--- config.mk ---
export PLATFORM = sky130hd
export DESIGN_NAME = axi_lite_accel_csr
export DESIGN_NICKNAME = d
export VERILOG_FILES = /design/src/rtl/axi_lite_accel_csr.sv
export SDC_FILE = /design/constraint.sdc
export NUM_CORES = 1
export LEC_CHECK = 0
export ABC_AREA = 0
export BUFFER_PORTS_ARGS = -buffer_cell sky130_fd_sc_hd__buf_2
export CAP_MARGIN = 20
export CORE_UTILIZATION = 50
export DETAILED_ROUTE_END_ITERATION = 8
export MAX_ROUTING_LAYER = met4
export PLACE_DENSITY_LB_ADDON = 0.12
export SETUP_SLACK_MARGIN = 0.02
export SLEW_MARGIN = 10
export SYNTH_ARGS = -nofsm -noshare
export SYNTH_HDL_FRONTEND = slang
export SYNTH_SLANG_ARGS = --single-unit
--- constraint.sdc ---
create_clock -name clk -period 18.6 [get_ports clk]
set_input_delay 4.65 -clock clk [delete_from_list [all_inputs] [get_ports clk]]
set_output_delay 4.65 -clock clk [all_outputs]
set_load 0.05 [all_outputs]
--- src/rtl/axi_lite_accel_csr.sv ---
// axi_lite_accel_csr: AXI-Lite CSR block for the matrix accelerator.
// It holds the job CFG registers and a START snapshot queue, and it launches jobs back to back.
// It also keeps a sticky DONE flag and a cycle count for each job.
// Define ACCEL_CSR_IRQ_EN to add the irq port and the IRQ_EN register at 0x08.
module axi_lite_accel_csr #(
  parameter int DATA_W    = 32,
  parameter int ADDR_W    = 32,
  parameter int NUM_CFG   = 4,
  parameter int CMD_DEPTH = 4,
  parameter int CNT_W     = 32
) (
  input  logic                      clk,
  input  logic                      rst_n,
  input  logic [ADDR_W-1:0]         s_axi_awaddr,
  input  logic                      s_axi_awvalid,
  output logic                      s_axi_awready,
  input  logic [DATA_W-1:0]         s_axi_wdata,
  input  logic                      s_axi_wvalid,
  output logic                      s_axi_wready,
  output logic                      s_axi_bvalid,
  output logic [1:0]                s_axi_bresp,
  input  logic                      s_axi_bready,
  input  logic [ADDR_W-1:0]         s_axi_araddr,
  input  logic                      s_axi_arvalid,
  output logic                      s_axi_arready,
  output logic                      s_axi_rvalid,
  output logic [DATA_W-1:0]         s_axi_rdata,
  output logic [1:0]                s_axi_rresp,
  input  logic                      s_axi_rready,
  output logic [NUM_CFG*DATA_W-1:0] core_cfg,
  output logic                      core_start,
  input  logic                      core_done
`ifdef ACCEL_CSR_IRQ_EN
  ,
  output logic                      irq
`endif
);
  localparam int QW = $clog2(CMD_DEPTH);
  localparam int CW = NUM_CFG * DATA_W;
`ifdef ACCEL_CSR_IRQ_EN
  localparam logic HAS_IRQ = 1'b1;
  logic irq_en;
`else
  localparam logic HAS_IRQ = 1'b0;
`endif
  typedef enum logic {IDLE, RUN} state_t;
  state_t state;
  logic aw_held, w_held, done;
  logic [7:0] aw_off, ar_off;
  logic [DATA_W-1:0] w_data, status, rd_val;
  logic [NUM_CFG-1:0][DATA_W-1:0] cfg;
  logic [CW-1:0] queue [CMD_DEPTH];
  logic [QW:0] wptr, rptr, count;
  logic [CNT_W-1:0] cnt, cnt_inc, cycles;
  logic full, empty, commit, wr_err, wr_ok, push, pop, rd_err;
  logic unused_addr;

  function automatic logic is_cfg(input logic [7:0] a);
    return a[1:0] == 2'b00 && a >= 8'h10 && {1'b0, a} < 9'(16 + 4 * NUM_CFG);
  endfunction

  function automatic logic is_mapped(input logic [7:0] a);
    return a == 8'h00 || a == 8'h04 || (HAS_IRQ && a == 8'h08) || a == 8'h0C || is_cfg(a);
  endfunction

  assign unused_addr   = ^{s_axi_awaddr[ADDR_W-1:8], s_axi_araddr[ADDR_W-1:8]};
  assign ar_off        = s_axi_araddr[7:0];
  assign s_axi_awready = !aw_held && !s_axi_bvalid;
  assign s_axi_wready  = !w_held && !s_axi_bvalid;
  assign s_axi_arready = !s_axi_rvalid;
  assign count         = wptr - rptr;
  assign full          = count == (QW+1)'(CMD_DEPTH);
  assign empty         = count == '0;
  assign commit        = aw_held && w_held && !s_axi_bvalid;
  assign wr_err        = !is_mapped(aw_off) || aw_off == 8'h0C || (aw_off == 8'h00 && w_data[0] && full);
  assign wr_ok         = commit && !wr_err;
  assign push          = wr_ok && aw_off == 8'h00 && w_data[0];
  assign pop           = state == IDLE && !empty;
  assign cnt_inc       = &cnt ? cnt : cnt + CNT_W'(1);
  assign status        = DATA_W'({8'(count), 4'b0, empty, full, state == RUN, done});
  assign rd_err        = !is_mapped(ar_off);

  // Read mux; misaligned and unmapped offsets fall through to zero
  always_comb begin
    rd_val = ar_off == 8'h04 ? status : ar_off == 8'h0C ? DATA_W'(cycles) : '0;
`ifdef ACCEL_CSR_IRQ_EN
    rd_val = ar_off == 8'h08 ? DATA_W'(irq_en) : rd_val;
`endif
    for (int i = 0; i < NUM_CFG; i++) rd_val = ar_off == 8'(16 + 4 * i) ? cfg[i] : rd_val;
  end

  // Write channel: independent AW/W buffers, commit one cycle after both are full, release on B handshake
  always_ff @(posedge clk) begin
    if (!rst_n) begin
      aw_held      <= 1'b0;
      w_held       <= 1'b0;
      aw_off       <= '0;
      w_data       <= '0;
      s_axi_bvalid <= 1'b0;
      s_axi_bresp  <= 2'b00;
    end else begin
      if (s_axi_awvalid && s_axi_awready) begin
        aw_held <= 1'b1;
        aw_off  <= s_axi_awaddr[7:0];
      end
      if (s_axi_wvalid && s_axi_wready) begin
        w_held <= 1'b1;
        w_data <= s_axi_wdata;
      end
      if (commit) begin
        s_axi_bvalid <= 1'b1;
        s_axi_bresp  <= wr_err ? 2'b10 : 2'b00;
      end else if (s_axi_bvalid && s_axi_bready) begin
        s_axi_bvalid <= 1'b0;
        aw_held      <= 1'b0;
        w_held       <= 1'b0;
      end
    end
  end

  // Read channel: data and response registered at the AR handshake, held until rready
  always_ff @(posedge clk) begin
    if (!rst_n) begin
      s_axi_rvalid <= 1'b0;
      s_axi_rdata  <= '0;
      s_axi_rresp  <= 2'b00;
    end else if (s_axi_arvalid && s_axi_arready) begin
      s_axi_rvalid <= 1'b1;
      s_axi_rdata  <= rd_val;
      s_axi_rresp  <= rd_err ? 2'b10 : 2'b00;
    end else if (s_axi_rvalid && s_axi_rready) begin
      s_axi_rvalid <= 1'b0;
    end
  end

  // Host-visible registers; a DONE set from the core beats a same-cycle W1C
  always_ff @(posedge clk) begin
    if (!rst_n) begin
      cfg  <= '0;
      done <= 1'b0;
`ifdef ACCEL_CSR_IRQ_EN
      irq_en <= 1'b0;
      irq    <= 1'b0;
`endif
    end else begin
      for (int i = 0; i < NUM_CFG; i++) if (wr_ok && aw_off == 8'(16 + 4 * i)) cfg[i] <= w_data;
      done <= (state == RUN && core_done) || (done && !(wr_ok && aw_off == 8'h04 && w_data[0]));
`ifdef ACCEL_CSR_IRQ_EN
      if (wr_ok && aw_off == 8'h08) irq_en <= w_data[0];
      irq <= irq_en && done;
`endif
    end
  end

  // Each accepted START snapshots the CFG registers as they stand in the commit cycle
  always_ff @(posedge clk) if (push) queue[wptr[QW-1:0]] <= cfg;

  // Launch FSM: pop and pulse core_start from IDLE, then count RUN cycles until core_done
  always_ff @(posedge clk) begin
    if (!rst_n) begin
      state      <= IDLE;
      wptr       <= '0;
      rptr       <= '0;
      core_cfg   <= '0;
      core_start <= 1'b0;
      cnt        <= '0;
      cycles     <= '0;
    end else begin
      core_start <= pop;
      if (push) wptr <= wptr + (QW+1)'(1);
      if (pop) begin
        rptr     <= rptr + (QW+1)'(1);
        core_cfg <= queue[rptr[QW-1:0]];
        cnt      <= '0;
        state    <= RUN;
      end
      if (state == RUN) begin
        cnt <= cnt_inc;
        if (core_done) begin
          cycles <= cnt_inc;
          state  <= IDLE;
        end
      end
    end
  end
endmodule

## Word-level counts from Yosys, hierarchy flattened

Memory sizes are Yosys's and may differ from the RTL's. A register that Yosys moved wholly into a read port is not among the register bits.
Index checks and enable logic that the tools add are counted.

- Word-level logic and storage cells: 124
- Memories: 1
- Register bits after elaboration: 281
- RAM bits: 512

Memory list:

| memory | depth | bits a word | rd ports | clocked after memory_dff | write ports | RTL line | source |
|---|---|---|---|---|---|---|---|
| queue | 4 | 128 | 1 | 1 | 1 | 52 | `logic [CW-1:0] queue [CMD_DEPTH];` |

- Add/subtract/negate cells: 4
- Eq/ne operators: 13
- $lt $le $gt $ge: 4
- Mux-type cells: 26
- Reduce and logical (&&, ||, !) cells: 55
- Bitwise operators: 1

Operators by type and width:

| operator | count |
|---|---|
| 2-to-1 mux 32 bit | 9 |
| equality test 8 x 5 -> 1 bit, second input constant | 8 |
| adder 32 x 1 -> 32 bit, second input constant | 1 |
| AND reduction 32 bit | 1 |
| logical AND 1 bit | 27 |
| equality test 8 x 3 -> 1 bit, second input constant | 2 |
| equality test 8 x 4 -> 1 bit, second input constant | 2 |
| >= comparator 8 x 5 -> 1 bit, second input constant | 2 |
| logical NOT 8 bit | 2 |
| less-than comparator 8 x 6 -> 1 bit, second input constant | 2 |
| 2-to-1 mux 1 bit | 15 |
| logical NOT 1 bit | 9 |
| logical OR 1 bit | 9 |
| adder 3 x 1 -> 3 bit, second input constant | 2 |
| nonzero test 2 bit | 3 |
| logical NOT 2 bit | 2 |
| 2-to-1 mux 2 bit | 2 |
| equality test 3 bit, second input constant | 1 |
| logical NOT 3 bit | 1 |
| subtractor 3 bit | 1 |
| AND reduction 2 bit | 1 |
| NOT 1 bit | 1 |

## Depth between registers and ports, before layout

- Word-level depth: 14
- Depth in mapped cells: 10

## Worst setup path before layout

OpenSTA, ideal clock, no wires.

- Path type: flip-flop to flip-flop
- Start: reg wptr[0]
- End: mem queue[3][0] (netlist name) (enable)
- Cell stages (with the launch flop): 7
- Path buffers: 0
- Setup time: 935 ps
- Arrival: 13546 ps
- Required time: 17665 ps
- Clock period less this slack: 14481 ps
- Slack: 4119 ps
- Path through: dfxtp_1 inv_1 ha_1 fa_1 xor3_1 nor2b_1 nor4_1

- Word-level cells in the longest chain between the ends: 10

Ends and longest elaborated chain:

| what | RTL line | source |
|---|---|---|
| start, declared | 53 | `logic [QW:0] wptr, rptr, count;` |
| start signal, assigned | 170 | `if (push) wptr <= wptr + (QW+1)'(1);` |
| subtractor 3 bit | 71 | `assign count = wptr - rptr;` |
| equality test 3 bit | 72 | `assign full = count == (QW+1)'(CMD_DEPTH);` |
| logical AND 1 bit | 75 | `assign wr_err = !is_mapped(aw_off) \|\| aw_off == 8'h0C \|\| (aw_off == 8'h00 && w_data[0] && full);` |
| logical OR 1 bit | 75 |  |
| logical NOT 1 bit | 76 | `assign wr_ok = commit && !wr_err;` |
| logical AND 1 bit | 76 |  |
| logical AND 1 bit (2 in series) | 77 | `assign push = wr_ok && aw_off == 8'h00 && w_data[0];` |
| 2-to-1 mux 1 bit | 156 | `always_ff @(posedge clk) if (push) queue[wptr[QW-1:0]] <= cfg;` |
| 2-to-1 mux 1 bit (not written as such) | 156 |  |
| end, declared | 52 |  |

Parallel ways exist; a longest one is shown, timed or not.

## Final worst setup path

- Start: in s_axi_araddr[0]
- End: reg s_axi_rdata[3]

- Word-level cells in the longest chain between the ends: 7

Ends and longest elaborated chain:

| what | RTL line | source |
|---|---|---|
| start, declared | 23 | `input logic [ADDR_W-1:0] s_axi_araddr,` |
| equality test 8 x 4 -> 1 bit | 85 | `rd_val = ar_off == 8'h04 ? status : ar_off == 8'h0C ? DATA_W'(cycles) : '0;` |
| 2-to-1 mux 32 bit (2 in series) | 85 |  |
| 2-to-1 mux 32 bit (3 in series) | 89 | `for (int i = 0; i < NUM_CFG; i++) rd_val = ar_off == 8'(16 + 4 * i) ? cfg[i] : rd_val;` |
| 2-to-1 mux 32 bit (*) | 89 |  |
| end signal, assigned | 129 | `s_axi_rdata <= rd_val;` |
| end, declared | 27 | `output logic [DATA_W-1:0] s_axi_rdata,` |

Every way passes the cells marked *; elsewhere a longest branch is shown, timed or not.
A chain may end at the register's enable or synchronous reset.

==> impl_metrics.tcl <==
set metrics [dict create \
    cts_hold_buf 0 \
    mappedNetlistArea_sq_um 35900 \
    grtUsageMet2_pct 40.7 \
    tritoncts "yes" \
    area_delta_synth_final_pct 13.7 \
    drv_cap 0 \
    post-route-period-util_pct 36.8 \
    fin_area_sq_um 40800 \
    cts_sinks 919 \
    clk_latency_ns 0.66 \
    fin_crit_ns 6.85 \
    cts-root-buf "clkbuf_16" \
    htree_levels 3 \
    synth.most_common_cell "nand2_1" \
    use_met1_pct 38.4 \
    holdCritPathClass "reg -> reg" \
    cts.reportedPaths.clkPinSlew_ns 0.06 \
    min_from "cycles[10]$_SDFFE_PN0P_" \
    critPathRequiredTime_ns 19.16 \
    critPathArrivalTime_ns 7.41 \
    avgSynthCellArea_sq_um 12.8 \
    clock_skew_ns 0.0357 \
    synth_common_cells "nand2_1 (671), edfxtp_1 (512), dfxtp_1 (407), a21boi_0 (292), clkbuf_1 (188)" \
    end_kind "flip-flop" \
    coreArea_sq_um 70500 \
    synth_top_cell_by_area "edfxtp_1" \
    synthArstFlopShare_pct 0 \
    die_h_um 270 \
    synth.distinct_cells 71 \
    synth_top_family_by_area "compound AO/OA/AOI/OAI gates" \
    die-area_sq_um 72800 \
    synth_warnings 0 \
    run_status "finished clean" \
    p_seq_share_pct 41.3 \
    grt_max_degree 135 \
    critical_path_class "in -> reg" \
    drtAntennaViolNets 0 \
    die_w_um 270 \
    maxClockFrequency_mhz 146 \
    synth.mux.area_fraction_pct 8.96 \
    cp_max_fo 21 \
    vias 23400 \
    pwr_density_cell_nw_per_um2 142 \
    pwr-share-comb_pct 27.2 \
    num-fill-cells 5645 \
    ys.flop_type "edfxtp_1" \
    layout-drive-gt1-share_pct 18.2 \
    yosys_register_bits 919 \
    multi_input_comb_area_sq_um 11500 \
    ys_seq_area_share_pct 65.6 \
    slew_violations 0 \
    fin_util_pct 57.8 \
    synthXorXnorAreaFrac_pct 0.433 \
    drt-initial-drc-count 2024 \
    finalSetupViolCount 0 \
    cts_buffers 94 \
    grtUsageMet3_pct 3.57 \
    yosys-top-cells-area "edfxtp_1 (43%), dfxtp_1 (23%), mux4_2 (8.0%)" \
    synth_top_area_share_pct 42.9 \
    grt_pass1_vias 22700 \
    r2r-start "rptr[0]$_SDFFE_PN0P_" \
    nNetsFinal 3072 \
    cts_buffer_depth 3 \
    busiest_layer "met2" \
    start_kind "primary input" \
    port_buffers 223 \
    wl_per_cell_um 24.0 \
    via_per_inst 5.87 \
    rrSetupSlack_ns 13.63 \
    gp_congestion 0.878 \
    cp-startpoint "s_axi_araddr[0]" \
    start_util_pct 50.9 \
    grt_pass1_wl_mm 144 \
    grt_setup_unrepaired "no" \
    power_leakage_nw 13.9 \
    swShare_pct 35.3 \
    vdd_drop_max_mv 0.113 \
    drc 0 \
    hpwlAfterDp_mm 60.4 \
    synth_edf_count 512 \
    io-pin-count 274 \
    synth_compound_area_share_pct 11.5 \
    firstDrtPassIters 5 \
    antenna_found_initial 0 \
    max_slew.worst_pin.slew_ns 1.08 \
    synth-simple-area-share_pct 10.6 \
    post-cts-setup-buffer-count 0 \
    grtUsageTotal_pct 27.0 \
    cell_internal_pwr_mw 3.74 \
    clock_power_share_pct 31.5 \
    seq_area_sq_um 23500 \
    p_sw_mw 2.05 \
    slew_headroom_pct 27.9 \
    overflow 0 \
    rows 97 \
    hold_viol 0 \
    yosys.area_share.adder_pct 0.300 \
    finalSetupTns_ns 0 \
    drt_wl_total_mm 95.8 \
    synthCells 2810 \
    cts_resized 0 \
    place_area_sq_um 37700 \
]
-- power groups by stage --
stage	Clock, mW	Sequential (mW)	Combinational, mW
after global routing	1.94	2.41	1.68
final	1.83	2.39	1.57
after floorplan	0	2.88	0.679
after global placement	0	2.43	1.58
after detailed placement	0	2.43	1.60
after CTS	1.85	2.39	1.60
-- metrics by stage --
| stage | hold WS [ns] | cells | power (mW) | setup slack, ns |
|---|---|---|---|---|
| 5_1_grt | 0.483 | 3982 | 6.03 | 11.67 |
| 2_1_floorplan | 0.417 | 2811 | 3.56 | 4.12 |
| 3_3_place_gp | 0.439 | 3800 | 4.01 | 11.14 |
| 4_1_cts | 0.461 | 3980 | 5.84 | 11.68 |
| 6_report | 0.455 | 3985 | 5.79 | 11.75 |
| 3_5_place_dp | 0.447 | 3802 | 4.03 | 11.03 |
-- final timing paths --
kind | depth (start not counted) | end
setup reg to reg | 8 | queue[2][14]$_DFFE_PP_
hold reg to reg | 2 | cycles[10]$_SDFFE_PN0P_
hold / removal | 2 | cycles[10]$_SDFFE_PN0P_
setup / recovery | 6 | s_axi_rdata[3]$_SDFFE_PN0P_
-- final cells by class --
| cell class | count | share of cell area (%) |
|---|---|---|
| Clock inverter | 44 | 0.893 |
| Multi-Input combinational cell | 1659 | 28.2 |
| Timing Repair Buffer | 265 | 3.62 |
| Sequential cell | 919 | 57.7 |
| Inverter | 21 | 0.193 |
| Antenna cell | 3 | 0.0184 |
| Clock buffer | 134 | 6.49 |
| Tap cell | 940 | 2.88 |
-- state kept, by name (all words and copies together), names as in the netlist, 8 cells and up --
register     flops
aw_off           8
cfg            128
cnt             32
core_cfg       128
cycles          32
queue          512
s_axi_rdata     32
w_data          32
-- layer usage --
| layer | up-vias | share of wire, % |
|---|---|---|
| li1 | 10600 | - |
| met1 | 11700 | 44 |
| met2 | 900 | 46 |
| met3 | 151 | 7.3 |
| met4 | 0 | 2.6 |
| met5 | - | 0 |
-- cell families (layout without fill, tap and decap cells) --
logic type,count (synthesis),in the layout
fa+ha+maj,8,8
flops,919,919
mux,161,161
simple gates,894,894
other cells,1,5
xor+xnor,16,16
buf+inv,233,464
compound gates,578,578
-- worst max-delay path, stage by stage --
cell	delay (ns)
buf_2	0.10
nor4_1	0.83
nand2_1	0.85
a2111oi_0	0.61
o221ai_1	0.19
a21boi_0	0.18
-- layout by cell type, fill, tap and decap left out, types with 43 or more instances in the layout --
cell         n
mux4_2     128
nand3_1     43
a21boi_0   292
nand2_1    671
buf_2      224
edfxtp_1   512
a21oi_1     60
dfxtp_1    405
clkbuf_16   96
o21ai_0     65
Note: power is estimated with default switching activity, not from simulation.
